### src/rtl/dequant_arbiter.sv
// Two-requester round-robin burst arbiter feeding a signed int8 dequantizer.
// Each grant accepts exactly BURST_LEN elements, then drains for one cycle.
module dequant_arbiter #(
    parameter int unsigned SCALE     = 2408,
    parameter int unsigned BURST_LEN = 8
) (
    input  logic               clk_i,
    input  logic               rstn_i,
    input  logic [1:0]         req_i,
    output logic [1:0]         gnt_o,
    input  logic signed [7:0]  din0_i,
    input  logic signed [7:0]  din1_i,
    input  logic               valid0_i,
    input  logic               valid1_i,
    output logic signed [31:0] dout_o,
    output logic               valid_o,
    output logic               id_o,
    output logic               done_o,
    output logic               busy_o
);

    localparam int unsigned CW = $clog2(BURST_LEN + 1);
    localparam logic [CW-1:0] LAST = CW'(BURST_LEN - 1);
    localparam logic signed [31:0] SCALE_S = $signed(32'(SCALE));

    typedef enum logic [1:0] {IDLE, BURST, DRAIN} state_t;

    state_t             state;
    state_t             state_nxt;
    logic [CW-1:0]      cnt;
    logic               idx;
    logic               idx_nxt;
    logic               ptr;
    logic               accept;
    logic               last;
    logic               vld_sel;
    logic signed [7:0]  din_sel;
    logic signed [31:0] product;

    always_comb begin
        vld_sel = idx ? valid1_i : valid0_i;
        din_sel = idx ? din1_i : din0_i;
        accept  = (state == BURST) && vld_sel;
        last    = accept && (cnt == LAST);
        product = 32'(din_sel) * SCALE_S;
        // ptr holds the index favoured when both request
        unique case (req_i)
            2'b01:   idx_nxt = 1'b0;
            2'b10:   idx_nxt = 1'b1;
            default: idx_nxt = ptr;
        endcase
    end

    always_ff @(posedge clk_i) begin
        if (!rstn_i) state <= IDLE;
        else         state <= state_nxt;
    end

    always_comb begin
        state_nxt = state;
        unique case (state)
            IDLE:    if (req_i != '0) state_nxt = BURST;
            BURST:   if (last) state_nxt = DRAIN;
            DRAIN:   state_nxt = IDLE;
            default: state_nxt = IDLE;
        endcase
    end

    always_comb begin
        gnt_o  = '0;
        busy_o = (state != IDLE);
        if (state == BURST) gnt_o = idx ? 2'b10 : 2'b01;
    end

    // Counter holds at LAST on the final accept and is cleared in DRAIN
    always_ff @(posedge clk_i) begin
        if (!rstn_i) begin
            cnt <= '0;
            idx <= 1'b0;
            ptr <= 1'b0;
        end else begin
            unique case (state)
                IDLE:    if (req_i != '0) idx <= idx_nxt;
                BURST:   if (accept && !last) cnt <= cnt + CW'(1);
                DRAIN: begin
                    ptr <= ~idx;
                    cnt <= '0;
                end
                default: ;
            endcase
        end
    end

    always_ff @(posedge clk_i) begin
        if (!rstn_i) begin
            dout_o  <= '0;
            valid_o <= 1'b0;
            id_o    <= 1'b0;
            done_o  <= 1'b0;
        end else begin
            valid_o <= accept;
            done_o  <= last;
            if (accept) begin
                dout_o <= product;
                id_o   <= idx;
            end
        end
    end

endmodule

### config.mk
export PLATFORM = sky130hd
export DESIGN_NAME = dequant_arbiter
export DESIGN_NICKNAME = d
export VERILOG_FILES = /design/src/rtl/dequant_arbiter.sv
export SDC_FILE = /design/constraint.sdc
export NUM_CORES = 1
export LEC_CHECK = 0
export BUFFER_PORTS_ARGS = -buffer_cell sky130_fd_sc_hd__buf_2
export CAP_MARGIN = 5
export CORE_MARGIN = 2
export CORE_UTILIZATION = 25
export CTS_CLUSTER_SIZE = 25
export DETAILED_ROUTE_END_ITERATION = 8
export REMOVE_ABC_BUFFERS = 1
export SYNTH_ARGS = -nofsm -noshare
export SYNTH_HDL_FRONTEND = slang
export SYNTH_SLANG_ARGS = --single-unit
### constraint.sdc
create_clock -name clk_i -period 5.8 [get_ports clk_i]
set_clock_uncertainty 0.15 [all_clocks]
set_input_delay 0.87 -clock clk_i [delete_from_list [all_inputs] [get_ports clk_i]]
set_output_delay 0.87 -clock clk_i [all_outputs]
set_load 0.05 [all_outputs]
==> out/qor.yml <==
run_status:
  outcome: "finished, final reports clean"
timing:
  fmax_mhz: 207
  period_needed_ns: 4.84
  holdWs_ns: 0.300
  finalSetupViolCount: 0
  rsz0062_at_grt: "no"
  period_share: 0.835
  relSlewSlack: 0.521
  slew_violations: 0
  fin_ws_ns: 0.959
  tightest_slew_ns: 0.717
  hold_viol: 0
  final.setup.tns_ns: 0
min_path:
  hold_path.class: "reg -> reg"
  holdPathStages: 2
cts:
  clkSinkCount: 29
  cts_buffer_depth: 2
  insertion_delay_ns: 0.27
  clkTransAtPathRegs_ns: 0.06
  ctsRootBufferMaster: "clkbuf_8"
  cts_resized: 0
  post_cts.repair.setup_buffers: 0
  cts_tree: "yes"
  htree_levels: 2
  cts_made_buffers: 5
  postCtsHoldBufs: 0
pwr:
  max-vdd-ir-drop_mv: 0.155
  leakage_nw: 1.56
  p_per_area_nw_per_um2: 371
  power_mw: 1.14
final_layout:
  nNetsFinal: 427
  seqCellArea_um2: 581
  fill_cells: 1125
  multiInputGateArea_um2: 1830
  area_growth_pct: 13.9
  n_antenna_cell: 0
  final_cell_area_um2: 3070
  final_util: 0.296
  drive_above_1_share: 0.227
  instances_no_fill: 480
  layout_common_cells: "buf_2, ha_1, inv_1"
  layout_commonest_cell: "buf_2"
detailed_routing:
  vias: 2241
  wl_per_cell_um: 12.0
  ant_nets: 0
  first_iter_violations: 63
  firstDrtPassIters: 4
  vias_per_cell: 4.67
  drc_errors: 0
  wl_um: 5740
critical_path:
  r2r_cells: 14
  worstPathRequired_ns: 5.81
  crit_path_max_incr_delay_ns: 0.78
  crit_path_top_delay_cell: "dfxtp_1"
  end_kind: "register"
  path_class: "reg -> reg"
  timing.reg2reg.setup_slack_ns: 0.96
  cp-start-kind: "register"
  arrival_ns: 4.85
  crit_chain: "mux2i_1, inv_1, ha_1, ha_1, fa_1, inv_1, fa_1, inv_1, ha_1, a21o_1, a21oi_2, a211o_1, a2111oi_2, or3b_1"
  path_max_fanout: 14
synthesis:
  synthCells: 303
  synthArstFlopShare: 0
  synth_cell_types: 54
  avgSynthCellArea_um2: 8.89
  synth_edf_count: 0
  synth_ff_type: "dfxtp_1"
  synthesis.area_um2: 2690
  synth_seq_area_share: 0.216
  ys_ff_latch: 29
  synth-warning-count: 0
global_routing:
  grt_max_degree: 28
  grt_use_total: 0.109
  grt_pass1_wl_um: 10200
  grt_pass1_vias: 2194
  antenna_found_initial: 0
  gr-total-overflow: 0
floorplan:
  die_h_um: 108
  die_w_um: 108
  ios: 60
  rows: 37
  start_util: 0.260
  dieArea_um2: 11600
  coreArea_um2: 10400
placed_design:
  preCtsSetupSlack_ns: 0.875
  place_area_um2: 2990
  io_buffers: 56
  dp.cells: 474
  gp_congestion: 0.762
  post-dp-hpwl_um: 4690
run:
  max-cap-violations: 0
## flip-flops by register name, summed over array words and instances, names as in the netlist
register	count
done_o	1
cnt	4
ptr	1
dout_o	18
idx	1
id_o	1
state	2
valid_o	1
## area by class of cell
type                       count  area share
tap                          136      0.0555
clock inverter                 1     0.00163
multi-input combinational    219       0.598
timing repair buffer          56      0.0914
clock buffer                   5      0.0224
inverter                      34      0.0416
sequential                    29       0.189
## layer usage
| layer | global-route usage | routed length (µm) |
|---|---|---|
| met1 | 0.139 | 2590 |
| met2 | 0.186 | 2720 |
| met5 | 0 | 0 |
| met3 | 0.0297 | 381 |
| met4 | 0.0220 | 40 |
## critical path, delay by kind of cell, from the launching register on
kind                     cells  cell delay [ns]
AO/OA/AOI/OAI                4             0.74
adder cells (fa/ha/maj)      5             2.07
buffers and inverters        3             0.22
flip-flops                   1             0.78
multiplexers                 1             0.38
AND/OR/NAND/NOR              1             0.38
## power by group
group          total, mW  switching [mW]  internal (mW)
registers          0.248          0.0206          0.228
clock network      0.150          0.0709         0.0786
logic              0.739           0.469          0.270
total               1.14           0.561          0.576
## cell usage after synthesis, types with 3 or more instances
| library cell | count | share of area |
|---|---|---|
| nor2_1 | 19 | 0.026 |
| nand3_1 | 7 | 0.013 |
| clkbuf_1 | 4 | 0.0056 |
| and3_1 | 4 | 0.0093 |
| o21a_1 | 3 | 0.0084 |
| mux2i_1 | 7 | 0.026 |
| nand4_1 | 4 | 0.0093 |
| o21ai_0 | 5 | 0.0093 |
| a211oi_1 | 4 | 0.011 |
| ha_1 | 47 | 0.22 |
| mux2_2 | 5 | 0.021 |
| a21o_1 | 7 | 0.020 |
| dfxtp_1 | 29 | 0.22 |
| nor3_1 | 8 | 0.015 |
| fa_1 | 13 | 0.097 |
| xnor2_1 | 4 | 0.013 |
| buf_4 | 14 | 0.039 |
| a21oi_1 | 19 | 0.035 |
| buf_2 | 3 | 0.0056 |
| nand2_1 | 23 | 0.032 |
| inv_1 | 34 | 0.047 |
## worst paths after layout
kind         startpoint    endpoint
max                 idx  dout_o[16]
max reg2reg         idx  dout_o[16]
min reg2reg   dout_o[6]   dout_o[6]
min           dout_o[6]   dout_o[6]
## cells by family (layout without fill, tap and decap cells)
group / Yosys count / after routing / synth area share
AND/OR/NAND/NOR: 83 / 83 / 0.156
adder cells (fa/ha/maj): 60 / 60 / 0.315
buffers and inverters: 57 / 96 / 0.106
AO/OA/AOI/OAI: 56 / 56 / 0.141
flip-flops: 29 / 29 / 0.216
multiplexers: 13 / 13 / 0.0525
XOR/XNOR: 4 / 4 / 0.0130
other: 1 / 3 / 0.00139
Power figures use the tool's default switching activity.
